**config.mk**
```make
export PLATFORM = sky130hd
export DESIGN_NAME = alu_result_serializer
export DESIGN_NICKNAME = d
export VERILOG_FILES = /design/src/rtl/complex_alu_pkg.sv /design/src/rtl/result_fifo.sv /design/src/rtl/alu_result_serializer.sv
export SDC_FILE = /design/constraint.sdc
export NUM_CORES = 1
export LEC_CHECK = 0
export ABC_CLOCK_PERIOD_IN_PS = 5180
export CORE_ASPECT_RATIO = 1.25
export CORE_MARGIN = 2
export CORE_UTILIZATION = 40
export CTS_BUF_LIST = sky130_fd_sc_hd__clkbuf_16
export DETAILED_ROUTE_END_ITERATION = 12
export PLACE_DENSITY = 0.65
export SKIP_LAST_GASP = 1
export SLEW_MARGIN = 20
export SYNTH_ARGS = -nofsm -noshare
export SYNTH_HDL_FRONTEND = slang
export SYNTH_SLANG_ARGS = --single-unit
```
**constraint.sdc**
```tcl
create_clock -name clk -period 5.18 [get_ports clk]
set_input_delay 1.295 -clock clk [delete_from_list [all_inputs] [get_ports clk]]
set_output_delay 1.295 -clock clk [all_outputs]
set_load 0.01 [all_outputs]
```
**src/rtl/complex_alu_pkg.sv**
```systemverilog
`default_nettype none
// ============================================================================
//  Module   : complex_alu_pkg
//  Purpose  : Shared widths and types for the complex ALU result path.
//             RESULT_W         - ALU result width
//             WORD_W           - serialized output word width
//             WORDS_PER_RESULT - output words per ALU result
//             state_t          - serializer FSM states
//  Revision : 1.0 - initial release
// ============================================================================
package complex_alu_pkg;

    localparam int RESULT_W         = 48;
    localparam int WORD_W           = 16;
    localparam int WORDS_PER_RESULT = 3;

    typedef enum logic [0:0] {
        S_IDLE = 1'b0,
        S_SEND = 1'b1
    } state_t;

endpackage : complex_alu_pkg
`default_nettype wire

```
**src/rtl/result_fifo.sv**
```systemverilog
`default_nettype none
// ============================================================================
//  Module   : result_fifo
//  Purpose  : Synchronous FIFO holding {error, result} entries between the
//             ALU and the word serializer.
//  Ports    : clk, rst_n           - clock, async active-low reset
//             push, wr_data        - write strobe and entry
//             pop                  - remove the head entry
//             rd_data              - head entry (driven from storage regs)
//             full, empty, level   - occupancy status
//  Revision : 1.0 - initial release
// ============================================================================
module result_fifo #(
    parameter int DEPTH = 4,
    parameter int WIDTH = 49
) (
    input  logic                     clk,
    input  logic                     rst_n,
    input  logic                     push,
    input  logic [WIDTH-1:0]         wr_data,
    input  logic                     pop,
    output logic [WIDTH-1:0]         rd_data,
    output logic                     full,
    output logic                     empty,
    output logic [$clog2(DEPTH):0]   level
);

    localparam int c_aw = $clog2(DEPTH);
    localparam logic [c_aw:0] c_depth = DEPTH[c_aw:0];

    logic [WIDTH-1:0] r_mem [DEPTH];
    logic [c_aw-1:0]  r_wr_ptr;
    logic [c_aw-1:0]  r_rd_ptr;
    logic [c_aw:0]    r_level;

    // Data storage carries no reset: an entry is only read after it has
    // been written, and the consumer gates its outputs with valid.
    always_ff @(posedge clk) begin
        if (push) begin
            r_mem[r_wr_ptr] <= wr_data;
        end
    end

    // DEPTH is a power of two, so pointers wrap by natural overflow.
    always_ff @(posedge clk or negedge rst_n) begin
        if (!rst_n) begin
            r_wr_ptr <= '0;
            r_rd_ptr <= '0;
            r_level  <= '0;
        end else begin
            if (push) begin
                r_wr_ptr <= r_wr_ptr + c_aw'(1);
            end
            if (pop) begin
                r_rd_ptr <= r_rd_ptr + c_aw'(1);
            end
            case ({push, pop})
                2'b10:   r_level <= r_level + (c_aw + 1)'(1);
                2'b01:   r_level <= r_level - (c_aw + 1)'(1);
                default: r_level <= r_level;
            endcase
        end
    end

    // When full, a simultaneous push targets the head slot; the pop still
    // sees the old contents because the write lands at the same edge.
    assign rd_data = r_mem[r_rd_ptr];
    assign full    = (r_level == c_depth);
    assign empty   = (r_level == '0);
    assign level   = r_level;

endmodule : result_fifo
`default_nettype wire

```
**src/rtl/alu_result_serializer.sv**
```systemverilog
`default_nettype none
// ============================================================================
//  Module   : alu_result_serializer
//  Purpose  : Captures ALU results on their valid pulse, buffers them and
//             emits each one as three WORD_W words (LS word first) over a
//             valid/ready stream. Dropped results set a sticky flag.
//  Ports    : clk, rst_n                    - clock, async active-low reset
//             in_valid, in_error, in_result - ALU result pulse
//             out_data, out_valid, out_ready,
//             out_last, out_error           - word stream to the consumer
//             overflow, ovf_clear           - sticky drop flag and its clear
//             level                         - FIFO occupancy
//  Revision : 1.0 - initial release
// ============================================================================
module alu_result_serializer #(
    parameter int DEPTH    = 4,
    parameter int RESULT_W = complex_alu_pkg::RESULT_W,
    parameter int WORD_W   = complex_alu_pkg::WORD_W
) (
    input  logic                    clk,
    input  logic                    rst_n,
    input  logic                    in_valid,
    input  logic                    in_error,
    input  logic [RESULT_W-1:0]     in_result,
    output logic [WORD_W-1:0]       out_data,
    output logic                    out_valid,
    input  logic                    out_ready,
    output logic                    out_last,
    output logic                    out_error,
    output logic                    overflow,
    input  logic                    ovf_clear,
    output logic [$clog2(DEPTH):0]  level
);

    import complex_alu_pkg::*;

    localparam logic [1:0] c_last_idx = 2'(WORDS_PER_RESULT - 1);

    state_t              r_state;
    state_t              w_state_nxt;
    logic [1:0]          r_idx;
    logic [RESULT_W-1:0] r_shreg;
    logic                r_err;
    logic                r_overflow;

    logic                w_push;
    logic                w_pop;
    logic                w_drop;
    logic                w_full;
    logic                w_empty;
    logic                w_beat;
    logic                w_send;
    logic                w_on_last;
    logic [RESULT_W:0]   w_head;
    logic [WORD_W-1:0]   w_word;

    assign w_send    = (r_state == S_SEND);
    assign w_beat    = w_send && out_ready;
    assign w_on_last = (r_idx == c_last_idx);

    // A full FIFO still takes a result when the head leaves in the same
    // cycle; only a full FIFO with no pop loses the incoming result.
    assign w_push = in_valid && (!w_full || w_pop);
    assign w_drop = in_valid && w_full && !w_pop;

    result_fifo #(
        .DEPTH (DEPTH),
        .WIDTH (RESULT_W + 1)
    ) u_fifo (
        .clk     (clk),
        .rst_n   (rst_n),
        .push    (w_push),
        .wr_data ({in_error, in_result}),
        .pop     (w_pop),
        .rd_data (w_head),
        .full    (w_full),
        .empty   (w_empty),
        .level   (level)
    );

    // ------------------------------------------------------------------
    // FSM: next state and pop request
    // ------------------------------------------------------------------
    always_comb begin
        w_state_nxt = r_state;
        w_pop       = 1'b0;
        case (r_state)
            S_IDLE: begin
                if (!w_empty) begin
                    w_pop       = 1'b1;
                    w_state_nxt = S_SEND;
                end
            end
            S_SEND: begin
                // Reload straight from the FIFO on the final beat so
                // consecutive results stream without a bubble.
                if (w_beat && w_on_last) begin
                    if (!w_empty) begin
                        w_pop = 1'b1;
                    end else begin
                        w_state_nxt = S_IDLE;
                    end
                end
            end
            default: begin
                w_state_nxt = S_IDLE;
            end
        endcase
    end

    always_ff @(posedge clk or negedge rst_n) begin
        if (!rst_n) begin
            r_state <= S_IDLE;
            r_idx   <= '0;
            r_shreg <= '0;
            r_err   <= 1'b0;
        end else begin
            r_state <= w_state_nxt;
            if (w_pop) begin
                r_shreg <= w_head[RESULT_W-1:0];
                r_err   <= w_head[RESULT_W];
                r_idx   <= '0;
            end else if (w_beat && !w_on_last) begin
                r_idx <= r_idx + 2'd1;
            end
        end
    end

    // Drop has priority over clear so a loss in the clearing cycle is kept.
    always_ff @(posedge clk or negedge rst_n) begin
        if (!rst_n) begin
            r_overflow <= 1'b0;
        end else if (w_drop) begin
            r_overflow <= 1'b1;
        end else if (ovf_clear) begin
            r_overflow <= 1'b0;
        end
    end

    // ------------------------------------------------------------------
    // Word select and outputs
    // ------------------------------------------------------------------
    always_comb begin
        w_word = '0;
        case (r_idx)
            2'd0:    w_word = r_shreg[WORD_W-1:0];
            2'd1:    w_word = r_shreg[2*WORD_W-1:WORD_W];
            default: w_word = r_shreg[3*WORD_W-1:2*WORD_W];
        endcase
    end

    // Outputs derive only from registers, so they stay stable while the
    // consumer stalls.
    assign out_valid = w_send;
    assign out_data  = w_send ? w_word : '0;
    assign out_last  = w_send && w_on_last;
    assign out_error = w_send && r_err;
    assign overflow  = r_overflow;

endmodule : alu_result_serializer
`default_nettype wire

```
== Word-level counts from Yosys, hierarchy flattened ==
Memory sizes are Yosys's and may differ from the RTL's. A register that Yosys moved wholly into a read port is not among the register bits.
Cells that the tools add are included.
Word-level totals
  bits in registers: 11
  bits in latches: 0
  RAM bits: 196
  memory bits (read-only): 0
  output and inout bits: 23
  logic and storage cells: 50
  memories: 1
Operators by class
  add/subtract/negate cells: 5
  multiply operators: 0
  div/mod/pow operators: 0
  magnitude comparators: 0
  equal/unequal tests: 5
  shifts and indexed selects: 0
  mux-type cells: 14
  bitwise logic cells: 1
  reductions and logical operators: 18
Memories
  u_fifo.r_mem: words 4, bits a word 49, rd ports 1, clocked after memory_dff 1, wr ports 1, RTL line result_fifo.sv:31  | logic [WIDTH-1:0] r_mem [DEPTH];
Operators by type and width (count)
  case mux 16 bit (2 select lines): 1
  2-to-1 mux 16 bit: 1
  logical AND 1 bit: 8
  2-to-1 mux 1 bit: 7
  adder 2 x 1 -> 2 bit (second input constant): 3
  case mux 3 bit (2 select lines): 1
  nonzero test 2 bit: 3
  equality test 2 x 1 -> 1 bit (second input constant): 2
  equality test 2 bit (second input constant): 2
  logical NOT 1 bit: 4
  2-to-1 mux 2 bit: 2
  case mux 1 bit (2 select lines): 2
  adder 3 x 1 -> 3 bit (second input constant): 1
  equality test 3 bit (second input constant): 1
  logical NOT 3 bit: 1
  subtractor 3 x 1 -> 3 bit (second input constant): 1
  logical NOT 2 bit: 1
  logical OR 1 bit: 1
  NOT 1 bit: 1

== Depth between registers and ports, before layout ==
Gate-level depths: netlist of the first run.
  depth after elaboration: 8
  depth in mapped cells: 11
  depth with buffers taken out: 10

== Hierarchy ==
Synthesis of the first run repeated with hierarchy kept, for this count alone.
Unflattened totals
  cells, all modules: 479
  area total of the unflattened synthesis: 10153.5 µm²
Modules (own cells, without submodules)
  result_fifo: times used 1, cells each 294, area an instance 7527.2 µm²
  alu_result_serializer: times used 1, cells each 185, area an instance 2626.3 µm²

== Worst setup path before layout of the first run ==
Ideal clock, no wire load.
  path type: input port to flip-flop
  start point: input port out_ready
  end point: memory u_fifo.r_mem[0][0], enable pin
  arrival time: 2.980 ns
  data required time: 4.768 ns
  setup slack: 1.789 ns
  stages: 3
  buffers on the path: 0
  path through: a21boi_4 -> a31oi_1 -> and2_1
On the way
  word-level cells in the longest chain between the ends: 8
RTL lines
  start, declared: RTL line alu_result_serializer.sv:27  | input logic out_ready,
  logical AND 1 bit: RTL line alu_result_serializer.sv:58  | assign w_beat = w_send && out_ready;
  logical AND 1 bit: RTL line alu_result_serializer.sv:97  | if (w_beat && w_on_last) begin
  2-to-1 mux 1 bit: RTL line alu_result_serializer.sv:97
  case mux 1 bit (2 select lines): RTL line alu_result_serializer.sv:87  | case (r_state)
  logical OR 1 bit: RTL line alu_result_serializer.sv:63  | assign w_push = in_valid && (!w_full || w_pop);
  logical AND 1 bit: RTL line alu_result_serializer.sv:63
  2-to-1 mux 1 bit: RTL line result_fifo.sv:39  | if (push) begin
  2-to-1 mux 1 bit (implied by the code): RTL line result_fifo.sv:40  | r_mem[r_wr_ptr] <= wr_data;
  end, declared: RTL line result_fifo.sv:31
No other way between the ends.

== Worst setup path in the final report of the first run ==
  start point: register r_idx[1]
  end point: output port out_data[0]
On the way
  word-level cells in the longest chain between the ends: 3
  elaborated cells between the ends (all ways): 4
RTL lines
  start, declared: RTL line alu_result_serializer.sv:41  | logic [1:0] r_idx;
  start signal, assigned: RTL line alu_result_serializer.sv:124  | r_idx <= r_idx + 2'd1;
  equality test 2 x 1 -> 1 bit or logical NOT 2 bit (tied branches): RTL line alu_result_serializer.sv:145  | case (r_idx)
  case mux 16 bit (2 select lines) (*): RTL line alu_result_serializer.sv:145
  2-to-1 mux 16 bit (*): RTL line alu_result_serializer.sv:155  | assign out_data = w_send ? w_word : '0;
  end, declared: RTL line alu_result_serializer.sv:25  | output logic [WORD_W-1:0] out_data,
Mark *: on every way between the ends. The rest lies on a longest branch, timed or not.

==> impl_metrics.csv, run 1 <==
group,metric,value,unit
clocking,htree_levels,1,
clocking,cts_max_path_buffers,3,
timing,slew-limit-headroom,45.1,%
run_status,outcome,"finished, final reports clean",
critical_path,reg2reg_depth,4,
yosys,yosys.area.top_type,"edfxtp_1",
placement,port_buffers,76,
critical_path,crit_path_max_incr_delay,0.61,ns
critical_path,worstPathCellList,"inv_1 > ha_1 > nor2_1 > buf_4 > nand2_1 > a21boi_0 > clkdlybuf4s50_1",
yosys,synth_top_area_share,59.0,%
global_route,grt_usage,15.0,%
placement,place_worst_setup_slack,1.12,ns
clocking,clkTransAtPathRegs,0.07,ns
global_route,grt_pass1_vias,5271,
yosys,synthTopCellsByArea,"edfxtp_1 59%, dfrtp_1 15%, mux4_2 11%",
timing,period_share,89.0,%
critical_path,cp.arrival,3.31,ns
yosys,synth-edff-count,196,
timing,rsz0062_at_grt,"false",
yosys,synth_area,0.00998,mm^2
layout,final_common_cell,"edfxtp_1",
routing,avgViaCountPerCell,5.16,
timing,drv_slew,0,
die,die_x,145,um
layout,area_delta_synth_final,19.7,%
timing,setup_viol,0,
timing,tightest_slew,0.824,ns
yosys,async_flop_share,23.4,%
global_route,grt_max_degree,54,
timing,fin_crit,4.61,ns
clocking,clk_latency,0.53,ns
critical_path,crit_fanout,17,
die,num_rows,64,
critical_path,start_kind,"register",
critical_path,worstReg2RegStart,"out_valid",
die,core,0.0245,mm^2
min_path,holdCritPathClass,"reg2reg",
timing,fin_ws,0.572,ns
clocking,cts_buffers,26,
timing,max_freq,0.217,GHz
critical_path,crit_path_start,"r_idx[1]",
die,dieArea,0.0262,mm^2
critical_path,r2r_end,"u_fifo.r_mem[1][20]",
critical_path,crit_slowest_cell,"clkdlybuf4s50_1",
layout,fin_area,0.0119,mm^2
global_route,antenna_found_initial,0,
timing,finalHoldViolCount,0,
placement,gp_congestion,0.808,
yosys,syn_avg_cell_area,20.4,um^2
timing,setup_tns,0,ns
clocking,post_cts_buffers,0,
timing,clock_skew,0.0146,ns
yosys,synth_cell_type_count,39,
power,p_leak,4.14,nW
routing,drt-initial-drc-count,289,
yosys,synthFlopType,"edfxtp_1",
yosys,synth_fp_nets,550,
critical_path,crit_type,"reg2out",
placement,hpwl,12000,um
routing,finalWirelength,19600,um
yosys,yosys_warnings,0,
routing,wl_per_cell,21.1,um
layout,layout_common_cells,"196 x edfxtp_1, 75 x clkdlybuf4s50_1, 58 x dfrtp_1",
power,peakVddDrop,0.295,mV
clocking,cts_tree,"done",
die,io_pins,77,
routing,ant_nets,0,
yosys,synth_cells,488,
global_route,grt-ovfl-total,0,
placement,place_area,0.0111,mm^2
yosys,ys_ff_latch,256,
clocking,cts_resized,0,
layout,fin_nets,640,
layout,seqCellArea,0.00739,mm^2
die,initial_utilization,40.7,%
critical_path,endpoint,"out_data[0]",
timing,whs,0.502,ns
clocking,cts-root-buf,"clkbuf_16",
clocking,holdBufCountCts,0,
critical_path,path_depth,7,
clocking,cts_sinks,256,
critical_path,path_buf_inv,3,
die,die_y,181,um
layout,multi_input_area,0.00242,mm^2
job,max_cap_viol_count,0,
routing,via_count,4793,
critical_path,critPathTopFamily,"buffers and inverters",
critical_path,crit_path_end_kind,"output port",
global_route,grt_pass1_wl,30400,um
routing,remaining_drc_errors,0,
critical_path,reg2reg_slack,2.22,ns
layout,antennaDiodeCount,0,
critical_path,worstPathRequired,3.88,ns
routing,drt_pass1_iterations,4,
yosys,ys_seq_area_share,74.0,%
power,power_per_cell_area,601,mW/mm^2
layout,fillers,2045,
layout,drive_above_1_share,26.3,%
-- power by group --
part / leakage, nW / internal [mW] / switching, mW / total, mW
Sequential: 2.51 / 2.80 / 0.289 / 3.09
Clock: 0.411 / 0.998 / 0.766 / 1.76
Combinational: 1.22 / 1.22 / 1.10 / 2.32
Total: 4.14 / 5.02 / 2.15 / 7.17
-- through the flow --
stage	power [mW]	utilization [%]	instances
after floorplan	4.60	-	488
after global placement	5.39	45.3	879
after detailed placement	5.47	45.3	879
after CTS	7.25	48.6	927
after global routing	7.53	48.7	928
final	7.17	48.7	928
-- per-layer routing --
metal	share of wire, %	up-vias	global-route usage (%)
met5	0	-	0
met4	1.5	0	4.12
met3	5.0	23	2.23
met2	53	135	26.3
met1	41	2519	19.5
li1	-	2116	-
-- worst min path at each step --
stage | start | endpoint | slack (ns) | cells after the start
4_1_cts | r_err | r_err | 0.51 | 1
6_report | r_err | r_err | 0.50 | 1
5_1_grt | r_shreg[4] | r_shreg[4] | 0.52 | 1
3_5_place_dp | r_err | r_err | 0.49 | 1
2_1_floorplan | r_err | r_err | 0.47 | 1
3_3_place_gp | r_err | r_err | 0.48 | 1
-- cell type report --
cell class	instances	area share (%)
sequential	256	61.9
multi-input combinational	200	20.2
timing repair buffer	86	7.33
clock buffer	27	5.66
tap	330	3.46
clock inverter	21	1.16
inverter	8	0.251
-- synth_stat cells (6+ instances only) --
master / instances
nand2_1: 21
dfrtp_1: 60
mux4_2: 48
and2_1: 6
a22oi_1: 16
inv_1: 8
buf_6: 6
ha_1: 7
nor2_1: 9
mux2_4: 12
clkbuf_1: 11
edfxtp_1: 196
a21boi_0: 8
a21boi_1: 8
mux2_2: 37
-- registers in the layout, summed over array words and instances (netlist names) --
signal	count
out_valid	1
overflow	1
r_err	1
r_idx	2
r_shreg	48
u_fifo.level	3
u_fifo.r_mem	196
u_fifo.r_rd_ptr	2
u_fifo.r_wr_ptr	2
-- logic make-up (layout without fill, tap and decap cells) --
kind of cell | Yosys count | count (layout) | share of synthesized area, %
and+or+nand+nor | 44 | 44 | 2.11
muxes | 99 | 99 | 17.2
DFF | 256 | 256 | 74.0
adders and majority gates | 8 | 8 | 1.08
xor gates and xnor gates | 5 | 5 | 0.439
AOI/OAI and AO/OA | 44 | 44 | 3.36
buffers and inverters | 32 | 142 | 1.82
No activity file was read; power rests on OpenSTA's default activity.
==> inputs of run 2 (changes only) <==
--- a/config.mk
+++ b/config.mk
@@ -6,12 +6,15 @@
 export NUM_CORES = 1
 export LEC_CHECK = 0
 export ABC_CLOCK_PERIOD_IN_PS = 5180
+export CELL_PAD_IN_SITES_DETAIL_PLACEMENT = 1
+export CELL_PAD_IN_SITES_GLOBAL_PLACEMENT = 1
 export CORE_ASPECT_RATIO = 1.25
 export CORE_MARGIN = 2
 export CORE_UTILIZATION = 40
 export CTS_BUF_LIST = sky130_fd_sc_hd__clkbuf_16
 export DETAILED_ROUTE_END_ITERATION = 12
-export PLACE_DENSITY = 0.65
+export GPL_TIMING_DRIVEN = 0
+export PLACE_DENSITY = 0.72
 export SKIP_LAST_GASP = 1
 export SLEW_MARGIN = 20
 export SYNTH_ARGS = -nofsm -noshare
==> impl_metrics.csv, run 2 (synthesis results as in run 1) <==
group,metric,value,unit
run_status,outcome,"finished, final reports clean",
routing,finalWirelength,21500,um
layout,seqCellArea,0.00739,mm^2
routing,ant_nets,0,
die,num_rows,64,
clocking,cts_max_path_buffers,3,
timing,clock_skew,0.0153,ns
layout,layout_common_cells,"196 x edfxtp_1, 75 x clkdlybuf4s50_1, 60 x dfrtp_1",
layout,fillers,2265,
layout,largest_register_ffs,196,
clocking,cts_tree,"done",
critical_path,start_kind,"register",
power,peakVddDrop,0.312,mV
die,initial_utilization,40.7,%
timing,setup_viol,0,
placement,gp_congestion,0.745,
power,power_per_cell_area,617,mW/mm^2
timing,finalHoldViolCount,0,
global_route,grt_pass1_vias,5710,
clocking,post_cts_buffers,0,
die,io_pins,77,
clocking,htree_levels,1,
clocking,cts_buffers,26,
job,max_cap_viol_count,0,
power,p_leak,4.25,nW
placement,port_buffers,76,
timing,slew-limit-headroom,53.2,%
layout,multi_input_area,0.00242,mm^2
global_route,grt_max_degree,44,
layout,fin_area,0.0122,mm^2
routing,wl_per_cell,22.7,um
timing,max_freq,0.225,GHz
clocking,clkTransAtPathRegs,0.06,ns
critical_path,crit_path_end_kind,"output port",
routing,via_count,4949,
routing,avgViaCountPerCell,5.22,
layout,area_delta_synth_final,22.2,%
critical_path,endpoint,"out_data[6]",
placement,place_area,0.0113,mm^2
power,power.total,7.52,mW
critical_path,crit_type,"reg2out",
layout,drive_above_1_share,26.9,%
min_path,holdCritPathClass,"reg2reg",
routing,remaining_drc_errors,0,
critical_path,worstPathRequired,3.88,ns
global_route,antenna_found_initial,0,
clocking,cts_resized,0,
critical_path,crit_path_start,"r_idx[0]",
die,die_x,145,um
critical_path,crit_fanout,10,
clocking,holdBufCountCts,0,
routing,drt-initial-drc-count,275,
global_route,grt_usage,16.7,%
clocking,clk_latency,0.52,ns
critical_path,reg2reg_depth,9,
layout,final_common_cell,"edfxtp_1",
routing,drt_pass1_iterations,4,
clocking,cts-root-buf,"clkbuf_16",
critical_path,cp.arrival,3.14,ns
global_route,grt-ovfl-total,0,
timing,tightest_slew,0.702,ns
timing,period_share,85.7,%
timing,fin_crit,4.44,ns
global_route,grt_pass1_wl,33800,um
die,core,0.0245,mm^2
timing,drv_slew,0,
critical_path,r2r_end,"u_fifo.level[1]",
critical_path,reg2reg_slack,2.29,ns
layout,fin_nets,659,
die,dieArea,0.0262,mm^2
critical_path,worstReg2RegStart,"r_idx[0]",
clocking,cts_sinks,256,
timing,setup_tns,0,ns
layout,regMostFlops,"u_fifo.r_mem",
timing,rsz0062_at_grt,"false",
placement,hpwl,13900,um
die,die_y,181,um
[run 2: critical path, stage by stage, from the launching register on]
cell             delay [ns]
dfrtp_1                0.38
inv_1                  0.12
ha_1                   0.17
clkbuf_1               0.30
clkbuf_1               0.47
a22oi_1                0.19
a21boi_0               0.36
clkdlybuf4s50_1        0.62
[run 2: metal layers]
metal	vias to the layer above	track usage [%]	wire, um
met5	-	0	0
met4	0	4.39	411
met3	26	2.43	806
met2	104	29.8	11400
met1	2649	21.4	8840
li1	2170	-	-
[run 2: worst min path at each step]
stage | start | endpoint | depth (start not counted)
6_report | r_err | r_err | 1
4_1_cts | r_err | r_err | 1
3_3_place_gp | r_err | r_err | 1
5_1_grt | r_err | r_err | 1
3_5_place_dp | r_err | r_err | 1
2_1_floorplan | r_err | r_err | 1
[run 2: final cells by class]
type / instances / area share [%]
Inverter: 8 / 0.246
Sequential cell: 256 / 60.6
Clock buffer: 27 / 5.54
Multi-Input combinational cell: 200 / 19.9
Clock inverter: 21 / 1.80
Timing Repair Buffer: 81 / 7.35
Buffer: 24 / 1.24
Antenna cell: 1 / 0.0205
Tap cell: 330 / 3.39
[run 2: where the power goes]
part           leakage [nW]  internal, mW  switching, mW
registers              2.51          2.80          0.236
logic                  1.30          1.30           1.27
clock network         0.440          1.15          0.775
[run 2: through the flow]
stage,hold WS [ns],setup WS [ns],cells,util [%]
6_report,0.502,0.742,948,49.8
5_1_grt,0.520,0.482,947,49.8
4_1_cts,0.508,0.704,947,49.8
3_5_place_dp,0.493,1.21,899,46.1
3_3_place_gp,0.490,0.182,894,45.5
2_1_floorplan,0.473,1.79,488,-
